===== src/rtl/mem_arb_pkg.sv =====
// Shared types for the unified RAM arbiter.
// State and requester encodings plus width defaults.
package mem_arb_pkg;

  localparam int ARB_AW = 7;
  localparam int ARB_DW = 32;

  typedef enum logic {
    ST_IDLE   = 1'b0,
    ST_ACCESS = 1'b1
  } arb_state_e;

  typedef enum logic {
    REQ_IF = 1'b0,
    REQ_DM = 1'b1
  } req_id_e;

endpackage


===== src/rtl/mem_arb_if.sv =====
// Requester and RAM signal bundle for mem_arbiter.
// slave = arbiter side, master = requesters plus RAM.
interface mem_arb_if
  import mem_arb_pkg::*;
#(
  parameter int AW = ARB_AW,
  parameter int DW = ARB_DW
);

  logic          if_req;
  logic [AW-1:0] if_addr;
  logic          if_gnt;
  logic [DW-1:0] if_rdata;
  logic          if_valid;

  logic          dm_req;
  logic          dm_we;
  logic [AW-1:0] dm_addr;
  logic [DW-1:0] dm_wdata;
  logic          dm_gnt;
  logic [DW-1:0] dm_rdata;
  logic          dm_valid;

  logic [AW-1:0] mem_addr;
  logic [DW-1:0] mem_dado;
  logic          mem_write;
  logic [DW-1:0] mem_saida;

  modport slave (
    input  if_req, if_addr,
    input  dm_req, dm_we, dm_addr, dm_wdata,
    input  mem_saida,
    output if_gnt, if_rdata, if_valid,
    output dm_gnt, dm_rdata, dm_valid,
    output mem_addr, mem_dado, mem_write
  );

  modport master (
    output if_req, if_addr,
    output dm_req, dm_we, dm_addr, dm_wdata,
    output mem_saida,
    input  if_gnt, if_rdata, if_valid,
    input  dm_gnt, dm_rdata, dm_valid,
    input  mem_addr, mem_dado, mem_write
  );

endinterface


===== src/rtl/mem_arb_pick.sv =====
// Winner select between fetch and data requests.
// ARB_RR_EN: round-robin on ties, else fixed dm>if.
module mem_arb_pick
  import mem_arb_pkg::*;
(
  input  logic    clk,
  input  logic    rst,
  input  logic    upd,
  input  logic    if_req,
  input  logic    dm_req,
  output req_id_e win,
  output logic    any_req
);

  assign any_req = if_req | dm_req;

`ifdef ARB_RR_EN
  req_id_e rr_last;

  always_ff @(posedge clk or posedge rst) begin
    if (rst)
      rr_last <= REQ_DM;
    else if (upd)
      rr_last <= win;
  end

  // on a tie the port not served last wins
  always_comb begin
    win = REQ_DM;
    unique case (1'b1)
      if_req & dm_req:
        win = (rr_last == REQ_DM) ? REQ_IF : REQ_DM;
      if_req & ~dm_req:
        win = REQ_IF;
      default:
        win = REQ_DM;
    endcase
  end
`else
  logic unused;
  assign unused = &{1'b0, clk, rst, upd};

  always_comb begin
    win = REQ_IF;
    unique case (1'b1)
      dm_req:  win = REQ_DM;
      default: win = REQ_IF;
    endcase
  end
`endif

endmodule


===== src/rtl/mem_arbiter.sv =====
// Shares the single-port I/D RAM between fetch and load/store.
// Optional round-robin tie-break: define ARB_RR_EN.
module mem_arbiter
  import mem_arb_pkg::*;
#(
  parameter int AW = ARB_AW,
  parameter int DW = ARB_DW
)(
  input logic clk,
  input logic rst,
  mem_arb_if.slave bus
);

  arb_state_e    state_q, state_d;
  req_id_e       win, win_q;
  logic          any_req, take;
  logic          we_q;
  logic [AW-1:0] addr_q;
  logic [DW-1:0] wdata_q;
  logic [DW-1:0] if_rdata_q, dm_rdata_q;
  logic          if_valid_q, dm_valid_q;

  mem_arb_pick u_pick (
    .clk     (clk),
    .rst     (rst),
    .upd     (take),
    .if_req  (bus.if_req),
    .dm_req  (bus.dm_req),
    .win     (win),
    .any_req (any_req)
  );

  assign take = (state_q == ST_IDLE) & any_req;

  always_ff @(posedge clk or posedge rst) begin
    if (rst)
      state_q <= ST_IDLE;
    else
      state_q <= state_d;
  end

  always_comb begin
    state_d = state_q;
    unique case (state_q)
      ST_IDLE:   if (any_req) state_d = ST_ACCESS;
      ST_ACCESS: state_d = ST_IDLE;
      default:   state_d = ST_IDLE;
    endcase
  end

  // write strobe decoded from state so reset kills it at once
  always_comb begin
    bus.if_gnt    = 1'b0;
    bus.dm_gnt    = 1'b0;
    bus.mem_write = 1'b0;
    unique case (state_q)
      ST_ACCESS: begin
        bus.if_gnt    = (win_q == REQ_IF);
        bus.dm_gnt    = (win_q == REQ_DM);
        bus.mem_write = we_q;
      end
      default: ;
    endcase
  end

  always_ff @(posedge clk or posedge rst) begin
    if (rst) begin
      win_q   <= REQ_IF;
      we_q    <= 1'b0;
      addr_q  <= '0;
      wdata_q <= '0;
    end else if (take) begin
      win_q   <= win;
      we_q    <= (win == REQ_DM) & bus.dm_we;
      addr_q  <= (win == REQ_DM) ? bus.dm_addr : bus.if_addr;
      wdata_q <= bus.dm_wdata;
    end
  end

  // RAM output settles on the mid-ACCESS negedge
  always_ff @(posedge clk or posedge rst) begin
    if (rst) begin
      if_valid_q <= 1'b0;
      dm_valid_q <= 1'b0;
      if_rdata_q <= '0;
      dm_rdata_q <= '0;
    end else begin
      if_valid_q <= 1'b0;
      dm_valid_q <= 1'b0;
      if (state_q == ST_ACCESS) begin
        if (win_q == REQ_IF) begin
          if_valid_q <= 1'b1;
          if_rdata_q <= bus.mem_saida;
        end else begin
          dm_valid_q <= 1'b1;
          if (!we_q) dm_rdata_q <= bus.mem_saida;
        end
      end
    end
  end

  assign bus.mem_addr = addr_q;
  assign bus.mem_dado = wdata_q;
  assign bus.if_rdata = if_rdata_q;
  assign bus.if_valid = if_valid_q;
  assign bus.dm_rdata = dm_rdata_q;
  assign bus.dm_valid = dm_valid_q;

endmodule


===== src/flat_wrapper.sv =====
// flat-port wrapper written by rule: the top's interface ports become plain ports
module mem_arbiter_flat import mem_arb_pkg::*;
#(
  parameter int AW = ARB_AW,
  parameter int DW = ARB_DW
)
  (clk, rst, bus_if_req, bus_if_addr, bus_dm_req, bus_dm_we, bus_dm_addr, bus_dm_wdata, bus_mem_saida, bus_if_gnt, bus_if_rdata, bus_if_valid, bus_dm_gnt, bus_dm_rdata, bus_dm_valid, bus_mem_addr, bus_mem_dado, bus_mem_write);
  mem_arb_if #(.AW(AW), .DW(DW)) bus_i ();
  input logic clk;
  input logic rst;
  input wire logic [$bits(bus_i.if_req)-1:0] bus_if_req;
  input wire logic [$bits(bus_i.if_addr)-1:0] bus_if_addr;
  input wire logic [$bits(bus_i.dm_req)-1:0] bus_dm_req;
  input wire logic [$bits(bus_i.dm_we)-1:0] bus_dm_we;
  input wire logic [$bits(bus_i.dm_addr)-1:0] bus_dm_addr;
  input wire logic [$bits(bus_i.dm_wdata)-1:0] bus_dm_wdata;
  input wire logic [$bits(bus_i.mem_saida)-1:0] bus_mem_saida;
  output wire logic [$bits(bus_i.if_gnt)-1:0] bus_if_gnt;
  output wire logic [$bits(bus_i.if_rdata)-1:0] bus_if_rdata;
  output wire logic [$bits(bus_i.if_valid)-1:0] bus_if_valid;
  output wire logic [$bits(bus_i.dm_gnt)-1:0] bus_dm_gnt;
  output wire logic [$bits(bus_i.dm_rdata)-1:0] bus_dm_rdata;
  output wire logic [$bits(bus_i.dm_valid)-1:0] bus_dm_valid;
  output wire logic [$bits(bus_i.mem_addr)-1:0] bus_mem_addr;
  output wire logic [$bits(bus_i.mem_dado)-1:0] bus_mem_dado;
  output wire logic [$bits(bus_i.mem_write)-1:0] bus_mem_write;
  assign bus_i.if_req = bus_if_req;
  assign bus_i.if_addr = bus_if_addr;
  assign bus_i.dm_req = bus_dm_req;
  assign bus_i.dm_we = bus_dm_we;
  assign bus_i.dm_addr = bus_dm_addr;
  assign bus_i.dm_wdata = bus_dm_wdata;
  assign bus_i.mem_saida = bus_mem_saida;
  assign bus_if_gnt = bus_i.if_gnt;
  assign bus_if_rdata = bus_i.if_rdata;
  assign bus_if_valid = bus_i.if_valid;
  assign bus_dm_gnt = bus_i.dm_gnt;
  assign bus_dm_rdata = bus_i.dm_rdata;
  assign bus_dm_valid = bus_i.dm_valid;
  assign bus_mem_addr = bus_i.mem_addr;
  assign bus_mem_dado = bus_i.mem_dado;
  assign bus_mem_write = bus_i.mem_write;
  mem_arbiter #(.AW(AW), .DW(DW)) u_core (.clk(clk), .rst(rst), .bus(bus_i));
endmodule

===== config.mk =====
export PLATFORM = sky130hd
export DESIGN_NAME = mem_arbiter_flat
export DESIGN_NICKNAME = d
export VERILOG_FILES = /design/src/rtl/mem_arb_pkg.sv /design/src/rtl/mem_arb_if.sv /design/src/rtl/mem_arb_pick.sv /design/src/rtl/mem_arbiter.sv /design/src/flat_wrapper.sv
export SDC_FILE = /design/constraint.sdc
export NUM_CORES = 1
export LEC_CHECK = 0
export BUFFER_PORTS_ARGS = -buffer_cell sky130_fd_sc_hd__buf_2
export CORE_UTILIZATION = 52
export CTS_BUF_LIST = sky130_fd_sc_hd__clkbuf_8
export CTS_CLUSTER_DIAMETER = 30
export CTS_CLUSTER_SIZE = 20
export DETAILED_ROUTE_END_ITERATION = 12
export PLACE_DENSITY = 0.94
export SYNTH_ARGS = -nofsm -noshare
export SYNTH_HDL_FRONTEND = slang
export SYNTH_SLANG_ARGS = --single-unit

===== constraint.sdc =====
create_clock -name clk -period 11.4 [get_ports clk]
set_clock_uncertainty 0.1 [all_clocks]
set_input_delay 2.28 -clock clk [delete_from_list [all_inputs] [get_ports clk]]
set_output_delay 2.28 -clock clk [all_outputs]
set_load 0.1 [all_outputs]

# Word level (Yosys, flattened, before mapping)
# Index checks and enable logic that the tools add are counted.
[op_classes]
reduce_logical = 2
bitwise_logic = 6
mux = 11
[ops]
columns = ["op", "n"]
rows = [
  ["two-way mux 1 bit", 9],
  ["two-way mux 7 bit", 1],
  ["inverter 1 bit", 3],
  ["AND reduction 3 bit", 1],
  ["AND 1 bit", 2],
  ["case mux 1 bit (2 select lines)", 1],
  ["AND reduction 2 bit", 1],
  ["OR 1 bit", 1],
]
[word_totals]
elab_cells = 28
input_bits = 83
register_bits = 108

# Depth between registers and ports, before layout
# Gate-level depths: netlist of run 1.
[logic_depth]
depth_word = 3
depth_mapped = 6

# By module
# Synthesis of run 1 repeated with hierarchy kept, for this count alone.
[hier_totals]
hier_cells = 243
area_unflattened_um2 = 4154.0
[by_module_without_submodules]
columns = ["module", "area_each_um2", "instances", "cells_per_inst", "seq_area_each_um2"]
rows = [
  ["mem_arbiter", 4140.2, 1, 241, 2702.6],
  ["mem_arb_pick", 13.8, 1, 2, 0.0],
]

# Worst setup path before layout of run 1
# OpenSTA, ideal clock, no wires.
[synth_timing]
path_type = "register -> output"
start = "register u_core.state_q"
end = "output port bus_dm_gnt"
required_ps = 9020
n_path_buf = 0
path_stages_with_launch = 2
arrival_time_ps = 1158
slack_ps = 7862
path_cell_list = "dfrtp_1 -> and2_1"
[synth_between]
elab_chain_len = 1
[synth_lines]
columns = ["item", "line_no", "source"]
rows = [
  ["from (decl)", "mem_arbiter.sv:14", "arb_state_e state_q, state_d;"],
  ["from (signal assigned)", "mem_arbiter.sv:39", "state_q <= state_d;"],
  ["two-way mux 1 bit", "mem_arbiter.sv:56", "unique case (state_q)"],
  ["to (decl)", "flat_wrapper.sv:21", "output wire logic [$bits(bus_i.dm_gnt)-1:0] bus_dm_gnt;"],
]
# Every way passes these cells.

# Worst setup path after layout of run 1
[layout_timing]
start = "register u_core.state_q"
end = "output port bus_if_gnt"
[layout_between]
elab_chain_len = 1
[layout_lines]
columns = ["item", "line_no", "source"]
rows = [
  ["two-way mux 1 bit", "mem_arbiter.sv:56", ""],
  ["to (decl)", "flat_wrapper.sv:18", "output wire logic [$bits(bus_i.if_gnt)-1:0] bus_if_gnt;"],
]
# Every way passes these cells.

==> results of run 1 <==
-- worst paths after layout --
check	startpoint	to	slack, ns	cells after the start
max	u_core.state_q	bus_if_gnt	6.80	3
min	u_core.bus.dm_rdata[22]	u_core.bus.dm_rdata[22]	0.41	1
max reg2reg	u_core.state_q	u_core.bus.if_rdata[20]	9.45	3
min reg2reg	u_core.bus.dm_rdata[22]	u_core.bus.dm_rdata[22]	0.41	1
max in group asynchronous	rst	u_core.bus.dm_rdata[29]	8.17	3
min in group asynchronous	rst	u_core.bus.dm_rdata[10]	1.89	2
-- final cells by class --
cell class,count,area [sq um]
Inverter,3,13.76
Clock buffer,10,137.6
Multi-Input combinational cell,128,1311
Tap cell,102,127.6
Fill cell,575,2437
Clock inverter,6,71.32
Timing Repair Buffer,192,965.9
Sequential cell,108,2703
-- stage by stage --
step	worst slack (ns)	cell area, sq um
after global routing	6.652	5330
after detailed placement	7.178	5121
after CTS	6.773	5330
after floorplan	6.174	4183
after global placement	7.201	5121
final	6.801	5330
-- cell usage after synthesis, drive strengths merged --
library cell and n:
o22ai 7, mux2 96, and2 2, inv 3, dfrtp 108, or2 1
nor2 8, nand2b 2, nand2 3, a32o 1, or2b 1, o32ai 7
clkbuf 2, buf 12
-- sequential cells by signal, summed over array words and instances, names as in the netlist --
signal               flops
u_core.bus.dm_rdata     32
u_core.bus.if_rdata     32
u_core.bus.mem_dado     32
u_core.bus.mem_addr      7
u_core.bus.dm_valid      1
u_core.bus.if_valid      1
u_core.state_q           1
u_core.we_q              1
u_core.win_q             1
-- placed cells by master, fill, tap and decap left out, types with 2 or more instances in the layout --
cell type / Yosys / final
buf_2: 1 / 190
dfrtp_1: 108 / 108
mux2_2: 92 / 92
clkbuf_8: 0 / 10
o32ai_1: 7 / 7
o22ai_1: 7 / 7
nor2_1: 7 / 7
mux2_4: 3 / 3
and2_1: 2 / 2
nand2b_1: 2 / 2
nand2_1: 2 / 2
buf_4: 0 / 2
-- layer usage --
| layer | vias up | track usage | routed length, um |
|---|---|---|---|
| met2 | 130 | 0.3540 | 4329 |
| met4 | 0 | 0.07407 | 112 |
| met3 | 11 | 0.04312 | 545 |
| li1 | 1281 | - | - |
| met1 | 1361 | 0.2646 | 3506 |
| met5 | - | 0 | 0 |
-- worst register-to-register path, cell delays in order, from the launching register on --
cell and delay (ns):
dfrtp_1 0.41, inv_2 0.14, nor2_4 0.75, mux2_2 0.45
-- cells by family (layout without fill, tap and decap cells) --
kind of cell / count (synthesis) / in the layout / synth area share
AO/OA/AOI/OAI: 15 / 15 / 0.02752
buffers and inverters: 17 / 211 / 0.04158
flip-flops: 108 / 108 / 0.6461
multiplexers: 96 / 96 / 0.2611
AND/OR/NAND/NOR: 17 / 17 / 0.02364
==> results.py, run 1 <==
metrics = {
    "timing": {
        "hold-worst-slack_ns": 0.4058,
        "period_minus_slack_ns": 4.599,
        "hold_viol": 0,
        "slew-limit-headroom": 0.3577,
        "fin_tns_setup_ns": 0,
        "slew_violations": 0,
        "max_freq_ghz": 0.2174,
        "period_share": 0.4034,
        "rsz0062_at_grt": "no",
        "worst_pin_slew_ns": 0.9611,
        "setup_violations": 0,
    },
    "synthesis": {
        "synth_area_per_cell_sq_um": 16.53,
        "syn-instance-count": 253,
        "synth_top_area_cell": "dfrtp_1",
        "ys_seq_area_frac": 0.6461,
        "ys_types": 21,
        "synth-seq-cells": 108,
        "synth_warnings": 0,
        "synth_nets": 336,
        "synth.top_cell.area_share": 0.6461,
        "syn_area_sq_mm": 0.004183,
        "synth.area.top_cells": "dfrtp_1 65%, mux2_2 25%, buf_6 2.2%",
    },
    "die": {
        "core-area_sq_mm": 0.007767,
        "num_rows": 32,
        "die_x_um": 91.69,
        "io_pins": 191,
        "die_h_um": 91.69,
        "start_util": 0.5385,
        "die-area_sq_mm": 0.008406,
    },
    "clocking": {
        "cts_hold_buf": 0,
        "worstSkewPairLatency_ns": 0.34,
        "clock-root-buffer": "clkbuf_8",
        "cts.path.max_buffers": 2,
        "post_cts_buffers": 0,
        "cts_tree": "yes",
        "clkTransAtPathRegs_ns": 0.10,
        "cts_resized": 0,
        "cts_max_level": 3,
        "numClockSinks": 108,
        "cts-buffers-inserted": 9,
    },
    "setup_path": {
        "cp.buffers_inverters": 2,
        "path_delay_family": "simple AND/OR/NAND/NOR gates",
        "path_class": "flip-flop to primary output",
        "crit_slowest_cell": "nor2_4",
        "crit_arrival_ns": 2.22,
        "path_cells": "inv_2 -> nor2_4 -> buf_2",
        "cpPeakStageDelay_ns": 0.75,
        "crit_path_end_kind": "primary output",
        "start_kind": "flip-flop",
        "cp_max_fo": 34,
        "worstPathRequired_ns": 9.02,
    },
    "flow_run": {
        "drv_cap": 0,
    },
    "layout": {
        "drive_gt1_frac": 0.6868,
        "diodes": 0,
        "utilization": 0.6862,
        "area_delta_synth_final_pct": 27.43,
        "finalNonFillerCells": 549,
        "nets": 525,
    },
    "drt": {
        "ant_nets": 0,
        "drc": 0,
        "viasPerCell": 5.069,
        "wl_um": 8494,
        "firstDrtPassIters": 4,
        "vias": 2783,
        "first_iter_violations": 57,
        "wire_per_inst_um": 15.47,
    },
    "placement": {
        "detailed_place_hpwl_um": 6398,
        "portBuffers": 190,
        "gp_congestion": 0.8540,
        "dp_cells": 533,
    },
    "global_routing": {
        "first_global_vias": 2719,
        "antenna_found_initial": 0,
        "grt_pass1_wl_um": 13410,
        "track_usage": 0.2081,
        "grt_start_max_net_pins": 60,
        "grt_overflow": 0,
    },
    "hold_path": {
        "hp-class": "flip-flop to flip-flop",
    },
    "outcome": {
        "status": "finished clean",
    },
}
Power of run 1 is left out: the tool's default activity adds up to more than one toggle a clock period on the data nets, which glitch-free logic cannot reach.
==> run 2, diff against run 1 <==
--- a/config.mk
+++ b/config.mk
@@ -6,12 +6,12 @@
 export NUM_CORES = 1
 export LEC_CHECK = 0
 export BUFFER_PORTS_ARGS = -buffer_cell sky130_fd_sc_hd__buf_2
-export CORE_UTILIZATION = 52
+export CORE_UTILIZATION = 48
 export CTS_BUF_LIST = sky130_fd_sc_hd__clkbuf_8
 export CTS_CLUSTER_DIAMETER = 30
 export CTS_CLUSTER_SIZE = 20
 export DETAILED_ROUTE_END_ITERATION = 12
-export PLACE_DENSITY = 0.94
+export PLACE_DENSITY = 0.89
 export SYNTH_ARGS = -nofsm -noshare
 export SYNTH_HDL_FRONTEND = slang
 export SYNTH_SLANG_ARGS = --single-unit
==> constraint.sdc (replaced) <==
create_clock -name clk -period 4.55 [get_ports clk]
set_clock_uncertainty 0.1 [all_clocks]
set_input_delay 0.91 -clock clk [delete_from_list [all_inputs] [get_ports clk]]
set_output_delay 0.91 -clock clk [all_outputs]
set_load 0.1 [all_outputs]
==> run 2 against run 1 <==
Against the previous run: register-to-register slack worse by 6.6 ns; worst hold slack about the same; die area grew 8.2%; first-iteration DRC count decreased by 3.5%; critical path depth rose by 1; sequential share of layout area shrank 0.095 points; clock-buffer cell count unchanged; highest routed layer unchanged.
==> results.py, run 2 (same netlist as run 1, synthesis figures left out) <==
metrics = {
    "die": {
        "die_x_um": 95.35,
        "die_h_um": 95.35,
        "die-area_sq_mm": 0.009092,
        "start_util": 0.5015,
        "num_rows": 33,
        "io_pins": 191,
        "core-area_sq_mm": 0.008341,
    },
    "clocking": {
        "clock-root-buffer": "clkbuf_8",
        "worstSkewPairLatency_ns": 0.34,
        "cts-buffers-inserted": 9,
        "cts_hold_buf": 0,
        "cts_resized": 0,
        "clkTransAtPathRegs_ns": 0.10,
        "cts.path.max_buffers": 2,
        "numClockSinks": 108,
        "post_cts_buffers": 0,
        "cts_max_level": 3,
        "cts_tree": "yes",
    },
    "drt": {
        "wire_per_inst_um": 15.96,
        "drc": 0,
        "ant_nets": 0,
        "first_iter_violations": 55,
        "firstDrtPassIters": 4,
        "viasPerCell": 5.108,
        "wl_um": 8825,
        "vias": 2825,
    },
    "global_routing": {
        "first_global_vias": 2865,
        "track_usage": 0.1944,
        "grt_start_max_net_pins": 89,
        "grt_pass1_wl_um": 13400,
        "antenna_found_initial": 0,
        "grt_overflow": 0,
    },
    "setup_path": {
        "cpPeakStageDelay_ns": 0.51,
        "r2r_start": "u_core.state_q",
        "worstPathRequired_ns": 3.54,
        "cp.buffers_inverters": 3,
        "crit_arrival_ns": 1.90,
        "path_delay_family": "buffers and inverters",
        "path_cells": "inv_2 -> nor2_4 -> buf_4 -> buf_2",
        "cp_max_fo": 34,
        "crit_slowest_cell": "buf_2",
        "start_kind": "flip-flop",
        "reg2reg_to": "u_core.bus.dm_rdata[31]",
        "crit_path_end_kind": "primary output",
        "reg2reg_slack_ns": 2.84,
        "path_class": "flip-flop to primary output",
        "reg2reg_depth": 4,
    },
    "layout": {
        "nets": 526,
        "fillerInstances": 685,
        "final_common_cell": "buf_2",
        "diodes": 0,
        "final_cell_mix": "190 x buf_2, 108 x dfrtp_1, 92 x mux2_2",
        "area_delta_synth_final_pct": 27.67,
        "drive_gt1_frac": 0.6875,
        "multi_input_area_sq_mm": 0.001311,
        "utilization": 0.6403,
        "seqCellArea_sq_mm": 0.002703,
    },
    "placement": {
        "detailed_place_hpwl_um": 6511,
        "gp_congestion": 0.7863,
        "portBuffers": 190,
        "place_ws_ns": 2.006,
    },
    "hold_path": {
        "hold_end": "u_core.bus.dm_rdata[22]",
        "hp-class": "flip-flop to flip-flop",
        "hold_path_depth": 1,
        "hp-start": "u_core.bus.dm_rdata[22]",
    },
    "timing": {
        "period_minus_slack_ns": 2.914,
        "slew-limit-headroom": 0.2904,
        "max_freq_ghz": 0.3431,
        "fin_tns_setup_ns": 0,
        "setup_slack_ns": 1.636,
        "slew_violations": 0,
        "hold_viol": 0,
        "setup_violations": 0,
        "rsz0062_at_grt": "no",
        "period_share": 0.6405,
        "hold-worst-slack_ns": 0.4058,
        "worst_pin_slew_ns": 1.064,
    },
    "outcome": {
        "status": "finished clean",
    },
    "flow_run": {
        "drv_cap": 0,
    },
}
run 2: cell count changes in the layout (fill, tap and decap cells not counted):
cell and delta:
inv_6 +2, buf_4 +1, clkinvlp_4 -1, inv_8 -1
run 2: worst max-delay path by stage:
stage               slack (ns)                endpoint  depth (start not counted)            from
floorplan                 0.69  u_core.bus.dm_rdata[0]                          1             rst
global placement          2.05              bus_if_gnt                          4  u_core.state_q
detailed placement        2.01              bus_if_gnt                          4  u_core.state_q
CTS                       1.60              bus_if_gnt                          4  u_core.state_q
global route              1.49              bus_if_gnt                          4  u_core.state_q
finish                    1.64              bus_if_gnt                          4  u_core.state_q
run 2: layout make-up:
type,count,area share
Sequential cell,108,0.5061
Multi-Input combinational cell,128,0.2455
Timing Repair Buffer,193,0.1823
Clock buffer,10,0.02577
Tap cell,105,0.02460
Clock inverter,6,0.01312
Inverter,3,0.002577
run 2: layer usage:
| metal | vias up | routed length, um | global-route usage |
|---|---|---|---|
| li1 | 1277 | - | - |
| met1 | 1395 | 3489 | 0.2246 |
| met4 | 0 | 186 | 0.07828 |
| met5 | - | 0 | 0 |
| met2 | 134 | 4530 | 0.3375 |
| met3 | 19 | 618 | 0.05662 |
run 2: through the flow:
stage | cell area [sq um] | cells
global placement | 5132 | 537
floorplan | 4183 | 253
global route | 5340 | 553
finish | 5340 | 553
CTS | 5340 | 553
detailed placement | 5132 | 537
Power of run 2 is left out for the same reason.
